**src/rtl/io_input_port.sv**
```systemverilog
// io_input_port: receiving end of the operator input interface.
//
// The raw push-button `valid` and switch bus `in` are each synchronised through
// two flops. The synchronised button is debounced, and every debounced 0->1 edge
// captures the synchronised switch value into a small circular FIFO. The CPU
// reads the FIFO through two word-addressed registers:
//   DATA   (ADDR_DATA): head entry, zero-extended; a read pops it (0 when empty)
//   STATUS (ADDR_STAT): {24'b0, count[3:0], 1'b0, ovf, full, ready}; a read clears ovf
//
// Ports:
//   clk        system clock, rising edge
//   rst        synchronous reset, active-high
//   valid      raw push-button, asynchronous to clk
//   in         raw switch bus, asynchronous to clk
//   cpu_re     CPU read strobe, one cycle per access
//   cpu_addr   CPU word address, qualified by cpu_re
//   cpu_rdata  registered read data, held until the next read
//   ready      FIFO non-empty
module io_input_port #(
  parameter int unsigned DATA_W     = 5,
  parameter int unsigned DEPTH      = 4,
  parameter int unsigned DEB_CYCLES = 2,
  parameter logic [7:0]  ADDR_DATA  = 8'h00,
  parameter logic [7:0]  ADDR_STAT  = 8'h01
) (
  input  logic              clk,
  input  logic              rst,
  input  logic              valid,
  input  logic [DATA_W-1:0] in,
  input  logic              cpu_re,
  input  logic [7:0]        cpu_addr,
  output logic [31:0]       cpu_rdata,
  output logic              ready
);

  localparam int unsigned PW   = $clog2(DEPTH);
  localparam int unsigned CNTW = PW + 1;
  localparam int unsigned DW   = (DEB_CYCLES > 1) ? $clog2(DEB_CYCLES) : 1;

  localparam logic [DW-1:0]   DEB_LAST = DW'(DEB_CYCLES - 1);
  localparam logic [CNTW-1:0] FULL_CNT = CNTW'(DEPTH);

  // Synchronisers
  logic              v_meta_q, v_s_q;
  logic [DATA_W-1:0] in_meta_q, in_s_q;

  // Debounce
  logic [DW-1:0] deb_cnt_q, deb_cnt_d;
  logic          deb_q, deb_d;
  logic          deb_prev_q;

  // FIFO
  logic [DATA_W-1:0] mem [DEPTH];
  logic [PW-1:0]     wr_ptr_q, wr_ptr_d;
  logic [PW-1:0]     rd_ptr_q, rd_ptr_d;
  logic [CNTW-1:0]   count_q, count_d;
  logic              ovf_q, ovf_d;

  // Read port
  logic [31:0] rdata_q, rdata_d;

  logic push, pop, push_ok, overflow, full;
  logic rd_data, rd_stat;
  logic [31:0] status_word;

  assign ready     = (count_q != '0);
  assign full      = (count_q == FULL_CNT);
  assign cpu_rdata = rdata_q;

  assign push     = deb_q & ~deb_prev_q;
  assign rd_data  = cpu_re && (cpu_addr == ADDR_DATA);
  assign rd_stat  = cpu_re && (cpu_addr == ADDR_STAT);
  assign pop      = rd_data && ready;
  // A full FIFO still accepts a push when the same edge pops.
  assign push_ok  = push && (!full || pop);
  assign overflow = push && full && !pop;

  assign status_word = {24'b0, 4'(count_q), 1'b0, ovf_q, full, ready};

  // Debounce: deb follows v_s only after DEB_CYCLES consecutive differing cycles.
  always_comb begin
    deb_cnt_d = '0;
    deb_d     = deb_q;
    if (v_s_q != deb_q) begin
      if (deb_cnt_q == DEB_LAST) begin
        deb_d     = v_s_q;
        deb_cnt_d = '0;
      end else begin
        deb_cnt_d = deb_cnt_q + 1'b1;
      end
    end
  end

  always_comb begin
    wr_ptr_d = wr_ptr_q;
    rd_ptr_d = rd_ptr_q;
    count_d  = count_q;
    if (push_ok) wr_ptr_d = wr_ptr_q + 1'b1;
    if (pop)     rd_ptr_d = rd_ptr_q + 1'b1;
    if (push_ok && !pop)      count_d = count_q + 1'b1;
    else if (!push_ok && pop) count_d = count_q - 1'b1;
  end

  // Overflow set wins over the STATUS-read clear on the same edge.
  always_comb begin
    ovf_d = ovf_q;
    if (rd_stat)  ovf_d = 1'b0;
    if (overflow) ovf_d = 1'b1;
  end

  always_comb begin
    rdata_d = rdata_q;
    if (rd_data) begin
      rdata_d = ready ? 32'(mem[rd_ptr_q]) : 32'd0;
    end else if (rd_stat) begin
      rdata_d = status_word;
    end else if (cpu_re) begin
      rdata_d = 32'd0;
    end
  end

  always_ff @(posedge clk) begin
    if (rst) begin
      v_meta_q   <= 1'b0;
      v_s_q      <= 1'b0;
      in_meta_q  <= '0;
      in_s_q     <= '0;
      deb_cnt_q  <= '0;
      deb_q      <= 1'b0;
      deb_prev_q <= 1'b0;
      wr_ptr_q   <= '0;
      rd_ptr_q   <= '0;
      count_q    <= '0;
      ovf_q      <= 1'b0;
      rdata_q    <= '0;
    end else begin
      v_meta_q   <= valid;
      v_s_q      <= v_meta_q;
      in_meta_q  <= in;
      in_s_q     <= in_meta_q;
      deb_cnt_q  <= deb_cnt_d;
      deb_q      <= deb_d;
      deb_prev_q <= deb_q;
      wr_ptr_q   <= wr_ptr_d;
      rd_ptr_q   <= rd_ptr_d;
      count_q    <= count_d;
      ovf_q      <= ovf_d;
      rdata_q    <= rdata_d;
    end
  end

  // Storage needs no reset: pointers and count define which entries are live.
  always_ff @(posedge clk) begin
    if (!rst && push_ok) mem[wr_ptr_q] <= in_s_q;
  end

endmodule
```
**config.mk**
```make
export PLATFORM = sky130hd
export DESIGN_NAME = io_input_port
export DESIGN_NICKNAME = d
export VERILOG_FILES = /design/src/rtl/io_input_port.sv
export SDC_FILE = /design/constraint.sdc
export NUM_CORES = 1
export LEC_CHECK = 0
export ABC_AREA = 1
export ABC_CLOCK_PERIOD_IN_PS = 3350
export CAP_MARGIN = 20
export CORE_ASPECT_RATIO = 1.2
export CORE_MARGIN = 3
export CORE_UTILIZATION = 35
export DETAILED_ROUTE_END_ITERATION = 10
export PLACE_DENSITY_LB_ADDON = 0.2
export SLEW_MARGIN = 20
export SYNTH_ARGS = -nofsm -noshare
export SYNTH_HDL_FRONTEND = slang
export SYNTH_SLANG_ARGS = --single-unit
```
**constraint.sdc**
```tcl
create_clock -name clk -period 3.35 [get_ports clk]
set_clock_uncertainty 0.2 [all_clocks]
set_input_delay 0.335 -clock clk [delete_from_list [all_inputs] [get_ports clk]]
set_output_delay 0.335 -clock clk [all_outputs]
set_load 0.005 [all_outputs]
```
Word level (Yosys, flattened, before mapping):

Memory sizes are Yosys's and may differ from the RTL's. A register that Yosys moved wholly into a read port is not among the register bits.
Index checks and enable logic that the tools add are counted.

* register bits after elaboration: 55
* bits in writable memories: 20
* input port bits: 17
* output and inout port bits: 33
* word-level logic and storage cells: 57
* memories: 1

* $add $sub $neg: 5
* equality and inequality tests: 3
* muxes and demuxes: 12
* bitwise logic cells: 3
* reductions and logical operators: 21

Memories
* mem: words 4, bits a word 5, rd ports 1, clocked after Yosys merged registers in 1, wr ports 1, line 53 `logic [DATA_W-1:0] mem [DEPTH];`

Operator list (count)
* 32-bit 2-to-1 mux: 3
* 1-bit logical AND: 9
* 8-bit by 1-bit equality test with 1-bit output (second input constant): 1
* 8-bit logical NOT: 1
* 3-bit 2-to-1 mux: 2
* 3-bit nonzero test: 2
* 5-bit 2-to-1 mux: 1
* 2-bit by 1-bit adder with 2-bit output (second input constant): 2
* 1-bit logical NOT: 4
* 1-bit 2-to-1 mux: 4
* 2-bit 2-to-1 mux: 2
* 2-bit nonzero test: 2
* 3-bit by 1-bit adder with 3-bit output (second input constant): 1
* 3-bit equality test (second input constant): 1
* 3-bit OR reduction: 1
* 3-bit by 1-bit subtractor with 3-bit output (second input constant): 1
* 1-bit inverter: 2
* 2-bit AND reduction: 1
* 1-bit adder (second input constant): 1
* 1-bit AND: 1
* 1-bit logical OR: 1
* 1-bit != test: 1

Longest topological paths before layout:

Gate-level depths: netlist (run 1).

* depth in word-level cells: 9
* gate-level depth with buffers: 13
* depth with buffers taken out: 13

Worst setup path after synthesis (run 1):

No wires, ideal clock.

* path type: input -> register
* start point: input port cpu_addr[7]
* end point: register count_q[2]
* setup time: 122 ps
* arrival: 1885 ps
* required time: 3028 ps
* setup slack: 1143 ps
* cell stages on the path: 12
* buffers on the path: 0
* path through: nor2_2 > nand2_2 > nor2_8 > nand2_4 > a21boi_2 > ha_1 > inv_1 > fa_1 > a21oi_1 > o21ai_0 > o21ai_0 > a21oi_1

* longest elaborated chain between the ends: 8
* elaborated cells on any way between the ends: 11
* those cells by class: 1 x mux; 10 x reduce/logical

Ends and longest elaborated chain
* from (decl): line 31 `input logic [7:0] cpu_addr,`
* 8-bit logical NOT *: line 71 `assign rd_data = cpu_re && (cpu_addr == ADDR_DATA);`
* 1-bit logical AND *: line 71
* 1-bit logical AND *: line 73 `assign pop = rd_data && ready;`
* 1-bit logical OR: line 75 `assign push_ok = push && (!full || pop);`
* 1-bit logical AND: line 75
* 1-bit logical NOT: line 101 `else if (!push_ok && pop) count_d = count_q - 1'b1;`
* 1-bit logical AND: line 101
* 2-bit nonzero test (no line)
* to (signal assigned): line 146 `count_q <= count_d;`
* to (decl): line 56 `logic [CNTW-1:0] count_q, count_d;`

Every way passes the cells marked *; elsewhere a longest branch is shown, timed or not.
A chain may end at the register's enable or synchronous reset.

Final worst setup path (run 1):

Ends and elaborated chain as after synthesis.

==> impl_metrics.tcl, run 1 <==
set metrics [dict create \
    status "complete, no violations" \
    place_congestion 0.751 \
    synth_warnings 0 \
    n_antenna_cell 0 \
    initial_utilization_pct 36.5 \
    path_depth 13 \
    required_ps 3350 \
    grt_max_degree 26 \
    pwr-share-clk_pct 32.0 \
    worst_r2r_path_depth 10 \
    intPower_w 0.000869 \
    drv_cap 0 \
    min_period_ps 2560 \
    critPathTopFamily "compound AO/OA/AOI/OAI gates" \
    path_clk_slew_ps 100 \
    cp-end-kind "flip-flop" \
    clk_latency_ps 300 \
    dieArea_um2 7840 \
    cp_cell_sequence "clkdlybuf4s50_1, nor2_2, nand2_2, nor2_8, nand2_4, a21boi_2, ha_1, inv_1, fa_1, a21oi_1, o21ai_0, o21ai_0, a21oi_1" \
    die_x_um 81.4 \
    cts-buffers-inserted 5 \
    yosys-top-cells-area "dfxtp_1, edfxtp_1, inv_1, buf_4, nand2_1" \
    crit_start "cpu_addr[7]" \
    final_util_pct 41.8 \
    cts_root_buf "clkbuf_8" \
    min-delay-path-class "flip-flop to flip-flop" \
    num_rows 32 \
    seqPwrFrac_pct 59.2 \
    overflow 0 \
    antenna_found_initial 0 \
    portBuffers 24 \
    nets 333 \
    grt_pass1_vias 1469 \
    fillCellCount 682 \
    reg2reg_from "count_q[0]" \
    reg2reg_to "count_q[2]" \
    synthArstFlopShare_pct 0 \
    ctsHtreeMaxLevel 2 \
    power_switching_w 0.000282 \
    ys_seq_elements 52 \
    crit_type "input port to flip-flop" \
    synth.avg_cell_area_um2 8.46 \
    setup_violations 0 \
    initialDrtViolationCount 49 \
    rsz0062_at_grt "no" \
    power_density_nw_per_um2 422 \
    ant_nets 0 \
    cts_resized 0 \
    final_max_slew_viol_count 0 \
    ys_types 27 \
    grt_pass1_wl_um 6430 \
    ys.flop_type "dfxtp_1" \
    via_per_inst 4.18 \
    critPathMaxFanout 6 \
    r2r_setup_slack_ps 1010 \
    yosysMostFrequentCell "inv_1" \
    syn2layout_area_growth_pct 14.4 \
    ys_seq_area_share_pct 52.0 \
    period_share_pct 76.6 \
    cts_sinks 52 \
    crit_path_start_kind "input port" \
    first_pass_iters 4 \
    synth_area_um2 2380 \
    cp-endpoint "count_q[2]" \
    leakagePower_nw 1.24 \
    yosysTopAreaCell "dfxtp_1" \
    tightest_slew_ps 496 \
    cts_tree "yes" \
    comb_power_share_pct 8.8 \
    yosysTopAreaCellShare_pct 26.9 \
    io_pins 50 \
    vias 1654 \
    timing.fmax_mhz 390 \
    wl_um 3950 \
    crit_buf_inv 2 \
    synth_edf_count 20 \
    syn-instance-count 282 \
    postCtsSetupBuffers 0 \
    hpwl_um 2970 \
    slew_headroom_pct 66.8 \
    drc 0 \
    cts_buffer_depth 2 \
    drive_above_1_share_pct 6.75 \
    slowest_stage "clkdlybuf4s50_1" \
    ir_worst_vdd_v 0.000320 \
    drt-wirelength-per-cell_um 9.97 \
    crit_arrival_ps 2560 \
    max_stage_delay_ps 420 \
    finalSetupTns_ps 0 \
    holdBufCountCts 0 \
    hold_viol_final 0 \
    grtUsageTotal_pct 10.8 \
    die_height_um 96.4 \
    synthTopCellsByCount "inv_1, nand2_1, nor2_1" \
    sw_frac_of_total_pct 24.5 \
    core_um2 6530 \
]
==> power groups by stage <==
stage,clock [W],combinational [W],sequential (W)
after floorplan,0,0.0000798,0.000694
after global placement,0,0.0000995,0.000696
after detailed placement,0,0.000101,0.000696
after CTS,0.000386,0.000102,0.000682
after global routing,0.000404,0.000118,0.000684
final,0.000368,0.000101,0.000682
==> registers in the layout, indices dropped and copies added (netlist names), named ones only <==
signal / cells
deb_prev_q: 1
v_s_q: 1
deb_q: 1
mem: 20
wr_ptr_q: 2
in_s_q: 5
ovf_q: 1
v_meta_q: 1
rd_ptr_q: 2
cpu_rdata: 7
count_q: 3
deb_cnt_q: 1
in_meta_q: 5
==> metrics by stage <==
stage | power [W] | hold slack, ps | setup WS, ps | instances | cell area [µm²]
final | 0.00115 | 206 | 785 | 396 | 2730
after global routing | 0.00121 | 218 | 514 | 396 | 2730
after CTS | 0.00117 | 210 | 825 | 396 | 2730
after detailed placement | 0.000798 | 195 | 526 | 388 | 2640
after global placement | 0.000795 | 189 | 617 | 388 | 2640
after floorplan | 0.000774 | 188 | 1140 | 306 | 2470
==> worst min-delay path by stage <==
stage,from,to,slack (ps),depth (start not counted)
after floorplan,in_meta_q[0],in_s_q[0],190,2
after global routing,v_meta_q,v_s_q,220,2
after global placement,in_meta_q[4],in_s_q[4],190,2
final,in_meta_q[1],in_s_q[1],210,2
after CTS,in_meta_q[0],in_s_q[0],210,2
after detailed placement,in_meta_q[0],in_s_q[0],200,2
==> worst min-delay path: cells and delay by family, from the launching register on <==
kind	cells	cell delay, ps
buffers and inverters	1	40
AND/OR/NAND/NOR	1	30
flip-flops	1	310
==> routing by layer <==
layer | routed length, µm | track usage [%] | share of wire (%)
met3 | 259 | 2.69 | 6.6
met2 | 1940 | 18.3 | 49
met5 | 0 | 0 | 0
met4 | 69 | 5.49 | 1.7
met1 | 1680 | 12.5 | 42
==> kinds of logic (layout without fill, tap and decap cells) <==
group / count (synthesis) / after routing / synth area share [%]
buf+inv: 86 / 91 / 17.5
simple gates: 112 / 112 / 21.0
xor+xnor: 1 / 1 / 0.367
other cells: 1 / 25 / 0.157
compound gates: 24 / 24 / 5.40
flops: 52 / 52 / 52.0
fa+ha+maj: 6 / 6 / 3.46
==> cells in the final DEF, fill, tap and decap left out <==
cell type / synthesis / routed
inv_1: 53 / 53
nand2_1: 38 / 38
nor2_1: 37 / 37
dfxtp_1: 32 / 32
nand3_1: 26 / 26
conb_1: 1 / 25
clkdlybuf4s50_1: 0 / 24
edfxtp_1: 20 / 20
a21oi_1: 13 / 13
o21ai_0: 9 / 9
ha_1: 5 / 5
clkbuf_8: 0 / 5
buf_4: 25 / 3
inv_2: 2 / 2
nor2_2: 2 / 2
nand2_2: 2 / 2
nand4_1: 2 / 2
inv_6: 0 / 2
nor3_1: 1 / 1
nor2_8: 1 / 1
nand2_4: 1 / 1
nor3_2: 1 / 1
a21boi_2: 1 / 1
and3_1: 1 / 1
clkinv_1: 1 / 1
a211oi_1: 1 / 1
xor2_1: 1 / 1
fa_1: 1 / 1
inv_4: 0 / 1
==> final cells by class <==
cell class | instances | area (µm²) | area share (%)
Sequential cell | 52 | 1240 | 45.5
Multi-Input combinational cell | 168 | 816 | 29.9
Timing Repair Buffer | 27 | 263 | 9.63
Inverter | 56 | 210 | 7.70
Tap cell | 85 | 106 | 3.90
Clock buffer | 5 | 68.8 | 2.52
Clock inverter | 3 | 23.8 | 0.871
Power figures use the tool's default switching activity.
==> run 2: changes to the inputs <==
--- a/config.mk
+++ b/config.mk
@@ -6,7 +6,7 @@
 export NUM_CORES = 1
 export LEC_CHECK = 0
 export ABC_AREA = 1
-export ABC_CLOCK_PERIOD_IN_PS = 3350
+export ABC_CLOCK_PERIOD_IN_PS = 2500
 export CAP_MARGIN = 20
 export CORE_ASPECT_RATIO = 1.2
 export CORE_MARGIN = 3
==> constraint.sdc (replaced) <==
create_clock -name clk -period 2.5 [get_ports clk]
set_clock_uncertainty 0.2 [all_clocks]
set_input_delay 0.25 -clock clk [delete_from_list [all_inputs] [get_ports clk]]
set_output_delay 0.25 -clock clk [all_outputs]
set_load 0.005 [all_outputs]
==> impl_metrics.tcl, run 2 (synthesis results as in run 1) <==
set metrics [dict create \
    status "complete, no violations" \
    clk_latency_ps 310 \
    drt-wirelength-per-cell_um 9.42 \
    period_share_pct 90.8 \
    min_period_ps 2270 \
    instances_no_fill 406 \
    critPathMaxFanout 3 \
    cp-end-kind "flip-flop" \
    final_cell_mix "inv_1, nand2_1, nor2_1" \
    leakagePower_nw 1.30 \
    via_per_inst 4.12 \
    dieArea_um2 7840 \
    place_congestion 0.771 \
    reg2reg_to "count_q[2]" \
    portBuffers 24 \
    rsz0062_at_grt "no" \
    antenna_found_initial 0 \
    ctsHtreeMaxLevel 2 \
    hold_start "in_meta_q[4]" \
    place_inst 398 \
    first_pass_iters 4 \
    crit_arrival_ps 2260 \
    crit_path_start_kind "input port" \
    initialDrtViolationCount 40 \
    cts_tree "yes" \
    cts_resized 0 \
    vias 1674 \
    setup_violations 0 \
    placed_cell_area_um2 2710 \
    cts_root_buf "clkbuf_8" \
    holdBufCountCts 0 \
    layout_commonest_cell "inv_1" \
    largest_reg_flops 20 \
    cts_sinks 52 \
    grtUsageTotal_pct 10.7 \
    critPathTopFamily "compound AO/OA/AOI/OAI gates" \
    crit_buf_inv 3 \
    power_density_nw_per_um2 553 \
    postCtsSetupBuffers 0 \
    crit_type "input port to flip-flop" \
    die_x_um 81.4 \
    design_area_um2 2810 \
    worst_r2r_path_depth 10 \
    crit_path_frequent_cell "a21oi_1" \
    ant_nets 0 \
    grt_max_degree 25 \
    max_stage_delay_ps 420 \
    grt_pass1_wl_um 6460 \
    hold_depth 2 \
    initial_utilization_pct 36.5 \
    required_ps 2490 \
    drv_cap 0 \
    drive_above_1_share_pct 9.97 \
    grt_pass1_vias 1524 \
    core_um2 6530 \
    wl_um 3830 \
    syn2layout_area_growth_pct 18.0 \
    io_pins 50 \
    hold_viol_final 0 \
    overflow 0 \
    timing.fmax_mhz 440 \
    ir_worst_vdd_v 0.000263 \
    reg2reg_from "count_q[0]" \
    path_clk_slew_ps 100 \
    drc 0 \
    min-delay-path-class "flip-flop to flip-flop" \
    n_antenna_cell 0 \
    slowest_stage "clkdlybuf4s50_1" \
    num_rows 32 \
    r2r_setup_slack_ps 380 \
    cp_cell_sequence "clkdlybuf4s50_1, nor2_2, inv_2, nor2_8, nand2_4, a21boi_2, ha_1, inv_1, fa_1, a21oi_1, o21ai_0, o21ai_1, a21oi_1" \
    final_util_pct 43.1 \
    regMostFlops "mem" \
    cts-buffers-inserted 5 \
    hpwl_um 2960 \
    die_height_um 96.4 \
    nets 343 \
    final_max_slew_viol_count 0 \
    cts_buffer_depth 2 \
    holdPathEnd "in_s_q[4]" \
]
run 2: cell count changes in the layout (fill, tap and decap cells not counted), sizes merged:
| cell | previous run | this run |
|---|---|---|
| buf | 3 | 13 |
run 2: worst max path at each step:
stage,start,endpoint,depth (start not counted)
after global placement,cpu_addr[5],count_q[2],13
after global routing,cpu_addr[5],count_q[2],13
after CTS,cpu_addr[5],count_q[2],13
after detailed placement,cpu_addr[5],count_q[2],13
after floorplan,cpu_addr[7],count_q[2],12
final,cpu_addr[5],count_q[2],13
run 2: routing by layer:
metal / GRT usage, % / part of all wire (%) / up-vias
met5: 0 / 0 / -
met4: 6.34 / 2.8 / 0
met3: 2.69 / 6.3 / 9
met2: 18.9 / 48 / 44
met1: 11.5 / 43 / 723
li1: - / - / 898
run 2: power breakdown:
| group | total (W) | internal (W) | switching, W |
|---|---|---|---|
| logic | 0.000139 | 0.0000657 | 0.0000737 |
| clock network | 0.000503 | 0.000211 | 0.000292 |
| registers | 0.000914 | 0.000899 | 0.0000150 |
run 2: through the flow:
| stage | setup WS [ps] | hold slack, ps | power (W) | setup TNS, ps |
|---|---|---|---|---|
| floorplan | 378 | 157 | 0.00104 | 0 |
| global placement | -67.0 | 189 | 0.00107 | -67.0 |
| detailed placement | -127 | 195 | 0.00107 | -127 |
| CTS | 196 | 210 | 0.00158 | 0 |
| global route | 14.3 | 222 | 0.00164 | 0 |
| finish | 229 | 209 | 0.00156 | 0 |
run 2: tightest hold or removal path: cells and delay by family, from the launching register on:
| family | cells | cell delay [ps] |
|---|---|---|
| flip-flops | 1 | 310 |
| AND/OR/NAND/NOR | 1 | 30 |
| buffers and inverters | 1 | 40 |
run 2: layout make-up:
cell class              instances  area [µm²]
fillers                       672        3710
flip-flops and latches         52        1240
multi-input cells             168         821
repair buffers                 37         338
inverters                      56         210
well taps                      85         106
clock buffers                   5        68.8
clock inverters                 3        28.8
==> run 3: changes to the inputs <==
--- a/config.mk
+++ b/config.mk
@@ -12,6 +12,7 @@
 export CORE_MARGIN = 3
 export CORE_UTILIZATION = 35
 export DETAILED_ROUTE_END_ITERATION = 10
+export GPL_ROUTABILITY_DRIVEN = 0
 export PLACE_DENSITY_LB_ADDON = 0.2
 export SLEW_MARGIN = 20
 export SYNTH_ARGS = -nofsm -noshare
==> results of run 3 <==
Final layout, timing and power as in run 2 (identical DEF).
